**src/rtl/spmv_pkg.sv**
```systemverilog
// Shared constants and FSM encoding for the SpMV result writer.
// The result line width is derived from the lane count and lane width.
package spmv_pkg;
    localparam int DATA_W     = 16;
    localparam int LANES      = 16;
    localparam int LINE_W     = DATA_W * LANES;
    localparam int LANE_CNT_W = $clog2(LANES);

    typedef enum logic [1:0] {
        IDLE  = 2'd0,
        WAIT  = 2'd1,
        SHIFT = 2'd2,
        DONE  = 2'd3
    } wr_state_e;
endpackage

```
**src/rtl/spmv_result_writer_if.sv**
```systemverilog
// Result-line stream in from the SpMV datapath and single-word M10K write port out.
// The writer uses the slave modport; the producer/memory side uses master.
interface spmv_result_writer_if #(
    parameter int ADDR_W = 10
);
    import spmv_pkg::*;

    logic              i_result_valid;
    logic [LINE_W-1:0] i_result;
    logic              o_result_ready;
    logic              o_wr_en;
    logic [ADDR_W-1:0] o_wr_addr;
    logic [DATA_W-1:0] o_wr_data;

    modport slave (
        input  i_result_valid, i_result,
        output o_result_ready, o_wr_en, o_wr_addr, o_wr_data
    );

    modport master (
        output i_result_valid, i_result,
        input  o_result_ready, o_wr_en, o_wr_addr, o_wr_data
    );
endinterface

```
**src/rtl/spmv_lane_serializer.sv**
```systemverilog
// Captures one result line and presents it one lane per cycle, lane 0 first.
// o_next_lane is the lane that will be current after this edge, for registered decisions upstream.
module spmv_lane_serializer
    import spmv_pkg::*;
(
    input  logic              i_clk,
    input  logic              i_rst,
    input  logic              i_load,
    input  logic              i_advance,
    input  logic [LINE_W-1:0] i_line,
    output logic [DATA_W-1:0] o_lane,
    output logic [DATA_W-1:0] o_next_lane,
    output logic              o_last
);
    logic [LINE_W-1:0]     shreg_q, shreg_d;
    logic [LANE_CNT_W-1:0] cnt_q, cnt_d;

    always_comb begin
        shreg_d = shreg_q;
        cnt_d   = cnt_q;
        if (i_load) begin
            shreg_d = i_line;
            cnt_d   = '0;
        end else if (i_advance) begin
            shreg_d = {{DATA_W{1'b0}}, shreg_q[LINE_W-1:DATA_W]};
            cnt_d   = cnt_q + 1'b1;
        end
    end

    always_ff @(posedge i_clk or posedge i_rst) begin
        if (i_rst) begin
            shreg_q <= '0;
            cnt_q   <= '0;
        end else begin
            shreg_q <= shreg_d;
            cnt_q   <= cnt_d;
        end
    end

    assign o_lane      = shreg_q[DATA_W-1:0];
    assign o_next_lane = shreg_d[DATA_W-1:0];
    assign o_last      = (cnt_q == LANE_CNT_W'(LANES - 1));
endmodule

```
**src/rtl/spmv_result_writer.sv**
```systemverilog
// Serializes 256-bit SpMV result lines into consecutive single-word M10K writes, one job at a time.
// Optional macro SPMV_WR_ZERO_SKIP_EN suppresses write enables for zero-valued lanes.
module spmv_result_writer
    import spmv_pkg::*;
#(
    parameter int          ADDR_W    = 10,
    parameter int unsigned BASE_ADDR = 0
) (
    input  logic       i_clk,
    input  logic       i_rst,
    input  logic       i_start,
    input  logic [7:0] i_num_lines,
    spmv_result_writer_if.slave rif,
    output logic       o_busy,
    output logic       o_done,
    output logic [7:0] o_lines_written
);
`ifdef SPMV_WR_ZERO_SKIP_EN
    localparam bit ZERO_SKIP = 1'b1;
`else
    localparam bit ZERO_SKIP = 1'b0;
`endif

    wr_state_e         state_q, state_d;
    logic [7:0]        num_q, num_d;
    logic [7:0]        line_q, line_d;
    logic [7:0]        lw_q, lw_d;
    logic [ADDR_W-1:0] addr_q, addr_d;
    logic              ready_q, wr_en_q, busy_q, done_q;
    logic              wr_en_d;
    logic              load, advance;
    logic [DATA_W-1:0] lane, next_lane;
    logic              last;

    spmv_lane_serializer u_ser (
        .i_clk       (i_clk),
        .i_rst       (i_rst),
        .i_load      (load),
        .i_advance   (advance),
        .i_line      (rif.i_result),
        .o_lane      (lane),
        .o_next_lane (next_lane),
        .o_last      (last)
    );

    always_comb begin
        state_d = state_q;
        num_d   = num_q;
        line_d  = line_q;
        lw_d    = lw_q;
        addr_d  = addr_q;
        load    = 1'b0;
        advance = 1'b0;
        case (state_q)
            IDLE: begin
                if (i_start) begin
                    num_d   = i_num_lines;
                    line_d  = '0;
                    lw_d    = '0;
                    state_d = (i_num_lines == 8'd0) ? DONE : WAIT;
                end
            end
            WAIT: begin
                if (rif.i_result_valid && ready_q) begin
                    load    = 1'b1;
                    // Line base address; modulo 2^ADDR_W by truncation.
                    addr_d  = ADDR_W'(BASE_ADDR + 32'(line_q) * 32'(LANES));
                    state_d = SHIFT;
                end
            end
            SHIFT: begin
                if (last) begin
                    line_d  = line_q + 8'd1;
                    lw_d    = lw_q + 8'd1;
                    state_d = ((line_q + 8'd1) == num_q) ? DONE : WAIT;
                end else begin
                    advance = 1'b1;
                    addr_d  = addr_q + 1'b1;
                end
            end
            DONE:    state_d = IDLE;
            default: state_d = IDLE;
        endcase
    end

    // Zero lanes still consume their slot so addresses and timing stay fixed.
    always_comb begin
        wr_en_d = (state_d == SHIFT) && !(ZERO_SKIP && (next_lane == '0));
    end

    always_ff @(posedge i_clk or posedge i_rst) begin
        if (i_rst) begin
            state_q <= IDLE;
            num_q   <= '0;
            line_q  <= '0;
            lw_q    <= '0;
            addr_q  <= '0;
            ready_q <= 1'b0;
            wr_en_q <= 1'b0;
            busy_q  <= 1'b0;
            done_q  <= 1'b0;
        end else begin
            state_q <= state_d;
            num_q   <= num_d;
            line_q  <= line_d;
            lw_q    <= lw_d;
            addr_q  <= addr_d;
            ready_q <= (state_d == WAIT);
            wr_en_q <= wr_en_d;
            busy_q  <= (state_d != IDLE);
            done_q  <= (state_d == DONE);
        end
    end

    assign rif.o_result_ready = ready_q;
    assign rif.o_wr_en        = wr_en_q;
    assign rif.o_wr_addr      = addr_q;
    assign rif.o_wr_data      = lane;
    assign o_busy             = busy_q;
    assign o_done             = done_q;
    assign o_lines_written    = lw_q;
endmodule

```
**src/flat_wrapper.sv**
```systemverilog
// flat-port wrapper written by rule: the top's interface ports become plain ports
module spmv_result_writer_flat import spmv_pkg::*;
#(
    parameter int          ADDR_W    = 10,
    parameter int unsigned BASE_ADDR = 0
)
  (i_clk, i_rst, i_start, i_num_lines, o_busy, o_done, o_lines_written, rif_i_result_valid, rif_i_result, rif_o_result_ready, rif_o_wr_en, rif_o_wr_addr, rif_o_wr_data);
  spmv_result_writer_if #(.ADDR_W(ADDR_W)) rif_i ();
  input  logic i_clk;
  input  logic i_rst;
  input  logic i_start;
  input  logic [7:0] i_num_lines;
  output logic o_busy;
  output logic o_done;
  output logic [7:0] o_lines_written;
  input wire logic [$bits(rif_i.i_result_valid)-1:0] rif_i_result_valid;
  input wire logic [$bits(rif_i.i_result)-1:0] rif_i_result;
  output wire logic [$bits(rif_i.o_result_ready)-1:0] rif_o_result_ready;
  output wire logic [$bits(rif_i.o_wr_en)-1:0] rif_o_wr_en;
  output wire logic [$bits(rif_i.o_wr_addr)-1:0] rif_o_wr_addr;
  output wire logic [$bits(rif_i.o_wr_data)-1:0] rif_o_wr_data;
  assign rif_i.i_result_valid = rif_i_result_valid;
  assign rif_i.i_result = rif_i_result;
  assign rif_o_result_ready = rif_i.o_result_ready;
  assign rif_o_wr_en = rif_i.o_wr_en;
  assign rif_o_wr_addr = rif_i.o_wr_addr;
  assign rif_o_wr_data = rif_i.o_wr_data;
  spmv_result_writer #(.ADDR_W(ADDR_W), .BASE_ADDR(BASE_ADDR)) u_core (.i_clk(i_clk), .i_rst(i_rst), .i_start(i_start), .i_num_lines(i_num_lines), .rif(rif_i), .o_busy(o_busy), .o_done(o_done), .o_lines_written(o_lines_written));
endmodule
```
**config.mk**
```make
export PLATFORM = sky130hd
export DESIGN_NAME = spmv_result_writer_flat
export DESIGN_NICKNAME = d
export VERILOG_FILES = /design/src/rtl/spmv_pkg.sv /design/src/rtl/spmv_result_writer_if.sv /design/src/rtl/spmv_lane_serializer.sv /design/src/rtl/spmv_result_writer.sv /design/src/flat_wrapper.sv
export SDC_FILE = /design/constraint.sdc
export NUM_CORES = 1
export LEC_CHECK = 0
export ABC_AREA = 1
export CORE_UTILIZATION = 51
export CTS_CLUSTER_DIAMETER = 50
export DETAILED_ROUTE_END_ITERATION = 8
export HOLD_SLACK_MARGIN = 0.06
export PLACE_DENSITY_LB_ADDON = 0.08
export SETUP_SLACK_MARGIN = 0.1
export SYNTH_ARGS = -nofsm -noshare
export SYNTH_HDL_FRONTEND = slang
export SYNTH_HIERARCHICAL = 1
export SYNTH_SLANG_ARGS = --single-unit
```
**constraint.sdc**
```tcl
create_clock -name i_clk -period 11.21 [get_ports i_clk]
set_clock_uncertainty 0.2 [all_clocks]
set_input_delay 2.242 -clock i_clk [delete_from_list [all_inputs] [get_ports i_clk]]
set_output_delay 2.242 -clock i_clk [all_outputs]
set_load 0.02 [all_outputs]
```
==> flow_summary.json, run 1 <==
{
  "status": "finished clean",
  "finalCritPeriodShare": 0.4441,
  "drc": 0,
  "synthCells": 1651,
  "grt_pass1_vias": 11580,
  "max_slew.worst_pin.slew_ps": 1231,
  "mappedNetlistNets": 1926,
  "floorplan.initialDensity": 0.5179,
  "placement_rows": 59,
  "cts_root_buf": "sky130_fd_sc_hd__clkbuf_16",
  "buffers_added_on_ports": 305,
  "worst_path_dominant_cell_family": "buffers and inverters",
  "place.gp.congestion": 0.8826,
  "viasPerCell": 5.272,
  "areaGrowthSynthToFinish_pct": 31.99,
  "die_h_um": 164.4,
  "placeableCoreArea_um2": 25980,
  "drt.antenna.violating_nets": 0,
  "worstPathRequired_ps": 11440,
  "slew_violations": 0,
  "cellPowerDensity_nw_per_um2": 235.9,
  "vdd_drop_max_uv": 235.4,
  "worstPathArrival_ps": 5210,
  "grt_pass1_wl_mm": 58.83,
  "ys.warnings.count": 6,
  "multi_input_area_um2": 5120,
  "grt_antenna_before_repair": 4,
  "layout_commonest_cell": "sky130_fd_sc_hd__nand2_1",
  "final_number_of_setup_violating_endpoints": 0,
  "tritoncts.num_buffers": 37,
  "maximum_clock_rate_mhz": 200.9,
  "die-area_um2": 27040,
  "design.final.nets": 2177,
  "end_kind": "register",
  "hold_violations_final": 0,
  "cts_hold_buf": 0,
  "grt_usage": 0.2769,
  "layout.area.seq_um2": 7507,
  "slowest_stage": "sky130_fd_sc_hd__inv_6",
  "die_x_um": 164.4,
  "slew-limit-headroom": 0.1793,
  "synth_area_um2": 13460,
  "worst-setup-path-type": "in -> reg",
  "wire_per_inst_um": 16.43,
  "cp_cell_sequence": "clkdlybuf4s50_1 -> nand2_1 -> nor2_4 -> inv_1 -> nand2_2 -> inv_6 -> buf_4 -> nand2_1 -> nand3_1",
  "most_frequent_cells_in_the_layout": "796 x sky130_fd_sc_hd__nand2_1, 305 x sky130_fd_sc_hd__clkdlybuf4s50_1, 300 x sky130_fd_sc_hd__dfrtp_1",
  "place_hpwl_mm": 24.38,
  "grt_setup_unrepaired": "no",
  "final.fill_count": 2168,
  "p_leak_nw": 8.337,
  "power_mw": 4.190,
  "post-cts-setup-buffer-count": 0,
  "setup_tns_ps": 0,
  "grt_start_max_net_pins": 258,
  "cts_max_level": 2,
  "critPathMaxStageDelay_ps": 820,
  "syn-mean-instance-area_um2": 8.151,
  "worst_path_most_repeated_cell": "sky130_fd_sc_hd__nand2_1",
  "firstDrtPassIters": 5,
  "first_iter_violations": 1256,
  "layout-drive-gt1-share": 0.04717,
  "grt_overflow": 0,
  "critical_path_peak_fanout": 147,
  "cts_tree": "done",
  "layout_min_cycle_time_ps": 4979,
  "cts-resized-gates": 0,
  "max-clock-path-buffers": 3,
  "maxCapViolations": 0,
  "min_path_type": "reg -> reg",
  "detail_route.wirelength_mm": 37.27,
  "clock_latency_ps": 510,
  "clock-sinks": 300,
  "timing.critical_path.buf_inv": 4,
  "clkTransAtPathRegs_ps": 60,
  "io_pins": 306,
  "num_vias": 11960,
  "start_kind": "input pin"
}
==> worst min-delay path: stages (launching register included) <==
cell and delay (ps):
sky130_fd_sc_hd__dfrtp_1 340, sky130_fd_sc_hd__nand2_1 50, sky130_fd_sc_hd__nand3_1 50
==> path summary, 6_finish.rpt <==
path                                                       startpoint                               endpoint  slack, ps  cells after the start
worst max-delay path                               rif_i_result_valid     u_core/u_ser/shreg_q[10]$_DFF_PP0_       6230                      9
min in group asynchronous                                       i_rst    u_core/rif.o_result_ready$_DFF_PP0_       2130                      3
worst min-delay path            u_core/u_ser/shreg_q[163]$_DFFE_PP0P_  u_core/u_ser/shreg_q[147]$_DFFE_PP0P_        270                      2
worst min register to register  u_core/u_ser/shreg_q[163]$_DFFE_PP0P_  u_core/u_ser/shreg_q[147]$_DFFE_PP0P_        270                      2
worst max register to register            u_core/state_q[0]$_DFF_PP0_     u_core/u_ser/shreg_q[10]$_DFF_PP0_       6760                      9
max in group asynchronous                                       i_rst   u_core/u_ser/shreg_q[79]$_DFFE_PP0P_       7170                      3
==> per-stage QoR <==
stage	cell area, µm²	utilization	hold WS (ps)	cells	setup WS (ps)
2_1_floorplan	13460	-	252.4	1651	1613
3_3_place_gp	16440	0.6327	259.7	2198	5830
3_5_place_dp	16440	0.6327	262.8	2198	5776
4_1_cts	17750	0.6831	276.6	2264	6283
5_1_grt	17760	0.6833	296.3	2266	5959
6_report	17760	0.6835	274.4	2268	6231
==> sequential cells by signal, summed over array words and instances (netlist names) <==
name                       count
u_core/u_ser/shreg_q         256
u_core/rif.o_wr_addr          10
u_core/line_q                  8
u_core/num_q                   8
u_core/o_lines_written         8
u_core/u_ser/cnt_q             4
u_core/state_q                 2
u_core/o_busy                  1
u_core/o_done                  1
u_core/rif.o_result_ready      1
u_core/rif.o_wr_en             1
==> power breakdown <==
part	leakage, nW	switching (mW)	internal, mW	total (mW)
clock	0.645	0.459	0.802	1.26
sequential	3.98	0.234	1.45	1.68
combinational	3.71	0.783	0.467	1.25
==> layout make-up <==
| cell class | count | share of cell area |
|---|---|---|
| Clock inverter | 18 | 0.01472 |
| Inverter | 68 | 0.01522 |
| Multi-Input combinational cell | 1184 | 0.2883 |
| Antenna cell | 4 | 0.0005636 |
| Tap cell | 335 | 0.02360 |
| Sequential cell | 300 | 0.4227 |
| Clock buffer | 48 | 0.05911 |
| Timing Repair Buffer | 311 | 0.1758 |
==> per-layer routing <==
metal | GRT usage | share of wire
met1 | 0.3890 | 0.44
met2 | 0.4321 | 0.46
met3 | 0.04219 | 0.069
met4 | 0.1122 | 0.031
met5 | 0 | 0.00070
No activity file was read; power rests on OpenSTA's default activity.
==> run 2, diff against run 1 <==
==> constraint.sdc (replaced) <==
create_clock -name i_clk -period 4.8 [get_ports i_clk]
set_clock_uncertainty 0.2 [all_clocks]
set_input_delay 0.96 -clock i_clk [delete_from_list [all_inputs] [get_ports i_clk]]
set_output_delay 0.96 -clock i_clk [all_outputs]
set_load 0.02 [all_outputs]
==> run 2 against run 1 <==
  * Non-clock buffer count is 6 higher
  * Cell area is 0.20% higher
  * Final cell count stayed put
  * First-iteration DRC count is 1.9% lower
  * Via count is 0.15% higher
  * Clock power is 130% higher
  * Critical path depth is 1 higher
  * Global-route usage is 0.39 points lower
  * Critical endpoint unchanged
  * Largest cell class unchanged
  * Highest routed layer is now met4
==> flow_summary.json, run 2 (synthesized netlist as in run 1, its figures left out) <==
{
  "status": "finished clean",
  "timing.critical_path.buf_inv": 5,
  "drt.antenna.violating_nets": 0,
  "cts_root_buf": "sky130_fd_sc_hd__clkbuf_16",
  "utilization": 0.6849,
  "post-cts-setup-buffer-count": 0,
  "grt_overflow": 0,
  "die-area_um2": 27040,
  "ff2ff_path_depth": 10,
  "largest-register": "u_core/u_ser/shreg_q",
  "design.final.nets": 2182,
  "slew_violations": 0,
  "hold_path_depth": 2,
  "cts_max_level": 2,
  "final_cell_count_no_fill": 2268,
  "end_kind": "register",
  "placement_rows": 59,
  "start_kind": "register",
  "cts_tree": "done",
  "hold_path.startpoint": "u_core/u_ser/shreg_q[139]$_DFFE_PP0P_",
  "most_frequent_cells_in_the_layout": "796 x sky130_fd_sc_hd__nand2_1, 305 x sky130_fd_sc_hd__clkdlybuf4s50_1, 300 x sky130_fd_sc_hd__dfrtp_1",
  "worst_r2r_startpoint": "u_core/state_q[0]$_DFF_PP0_",
  "whs_ps": 277.5,
  "first_iter_violations": 1232,
  "buffers_added_on_ports": 305,
  "layout-drive-gt1-share": 0.04814,
  "hold_path_end": "u_core/u_ser/shreg_q[123]$_DFFE_PP0P_",
  "slowest_stage": "sky130_fd_sc_hd__inv_6",
  "worst_path_dominant_cell_family": "buffers and inverters",
  "final_number_of_setup_violating_endpoints": 0,
  "maximum_clock_rate_mhz": 274.1,
  "drc": 0,
  "place.gp.congestion": 0.8451,
  "worst_r2r_end": "u_core/u_ser/shreg_q[10]$_DFF_PP0_",
  "setup_tns_ps": 0,
  "areaGrowthSynthToFinish_pct": 32.25,
  "p_leak_nw": 8.356,
  "critPathMaxStageDelay_ps": 750,
  "die_h_um": 164.4,
  "grt_usage": 0.2730,
  "hold_violations_final": 0,
  "critical_path_peak_fanout": 143,
  "clock-sinks": 300,
  "worst_path_most_repeated_cell": "sky130_fd_sc_hd__buf_4",
  "grt_antenna_before_repair": 1,
  "r2r_setup_slack_ps": 1150,
  "viasPerCell": 5.280,
  "worst-setup-path-type": "reg -> reg",
  "num_vias": 11970,
  "max_ffs_per_register": 256,
  "worstPathRequired_ps": 5020,
  "layout_commonest_cell": "sky130_fd_sc_hd__nand2_1",
  "worstPathArrival_ps": 3870,
  "floorplan.initialDensity": 0.5179,
  "cts_hold_buf": 0,
  "power_mw": 9.719,
  "die_x_um": 164.4,
  "firstDrtPassIters": 5,
  "vdd_drop_max_uv": 417.1,
  "clock_latency_ps": 520,
  "finalCritPeriodShare": 0.7602,
  "clkTransAtPathRegs_ps": 60,
  "layout_min_cycle_time_ps": 3649,
  "maxCapViolations": 0,
  "placeableCoreArea_um2": 25980,
  "max-clock-path-buffers": 3,
  "io_pins": 306,
  "detail_route.wirelength_mm": 36.82,
  "min_path_type": "reg -> reg",
  "cts-resized-gates": 0,
  "tritoncts.num_buffers": 36,
  "wire_per_inst_um": 16.23,
  "grt_pass1_vias": 11660,
  "cp_cell_sequence": "inv_1 -> ha_1 -> inv_2 -> nor2_1 -> buf_4 -> nand2_2 -> inv_6 -> buf_4 -> nand2_1 -> nand3_1",
  "grt_pass1_wl_mm": 58.06,
  "slew-limit-headroom": 0.1169,
  "grt_start_max_net_pins": 259,
  "grt_setup_unrepaired": "no",
  "cellPowerDensity_nw_per_um2": 546.1,
  "place_hpwl_mm": 24.44,
  "max_slew.worst_pin.slew_ps": 1325,
  "placedCellCount": 2204
}
-- run 2: cell count changes in the layout (fill, tap and decap cells not counted) --
cell,change
sky130_fd_sc_hd__buf_12,+5
sky130_fd_sc_hd__clkbuf_8,+3
sky130_fd_sc_hd__diode_2,-3
sky130_fd_sc_hd__clkbuf_16,-2
sky130_fd_sc_hd__clkinv_2,-2
sky130_fd_sc_hd__clkinv_4,-2
sky130_fd_sc_hd__buf_4,+1
sky130_fd_sc_hd__bufinv_16,-1
sky130_fd_sc_hd__clkbuf_1,+1
sky130_fd_sc_hd__inv_6,+1
sky130_fd_sc_hd__inv_8,-1
-- run 2: routing by layer --
layer,vias up,wire length [µm],GRT usage
li1,5752,-,-
met1,5741,15990,0.3767
met2,418,17520,0.4444
met3,63,2393,0.04445
met4,0,915,0.08340
met5,-,0,0
-- run 2: through the flow --
step / area [µm²] / setup WS [ps]
final: 17800 / 1151
after floorplan: 13460 / 212.4
after detailed placement: 16540 / 977.3
after CTS: 17790 / 1185
after global routing: 17790 / 912.7
after global placement: 16540 / 1041
-- run 2: worst reg2reg max path: cells and delay by family, from the launching register on --
kind	cells	cell delay (ps)
adders and majority gates	1	510
and+or+nand+nor	4	590
DFF	1	400
buffers and inverters	5	1840
-- run 2: worst max path at each step --
| stage | to | from | cells past startpoint | slack [ps] |
|---|---|---|---|---|
| floorplan | u_core/u_ser/cnt_q[0]$_DFFE_PP0P_ | i_rst | 1 | 210 |
| global placement | u_core/u_ser/shreg_q[252]$_DFFE_PP0P_ | rif_i_result_valid | 8 | 1040 |
| detailed placement | u_core/u_ser/shreg_q[244]$_DFFE_PP0P_ | rif_i_result_valid | 8 | 980 |
| CTS | u_core/u_ser/shreg_q[15]$_DFF_PP0_ | u_core/state_q[0]$_DFF_PP0_ | 10 | 1180 |
| global route | u_core/u_ser/shreg_q[33]$_DFFE_PP0P_ | u_core/state_q[0]$_DFF_PP0_ | 10 | 910 |
| finish | u_core/u_ser/shreg_q[10]$_DFF_PP0_ | u_core/state_q[0]$_DFF_PP0_ | 10 | 1150 |
-- run 2: area by class of cell --
class / instances / area (µm²)
Inverter: 68 / 266.5
Antenna cell: 1 / 2.502
Multi-Input combinational cell: 1184 / 5120
Fill cell: 2137 / 8189
Sequential cell: 300 / 7507
Tap cell: 335 / 419.2
Clock buffer: 50 / 1045
Timing Repair Buffer: 317 / 3231
Clock inverter: 13 / 205.2
-- run 2: power by group --
part	total, mW	internal, mW	switching [mW]	leakage (nW)
Sequential	3.90	3.38	0.524	3.98
Combinational	2.97	1.13	1.84	3.75
Clock	2.85	1.79	1.06	0.617
Total	9.72	6.30	3.42	8.36
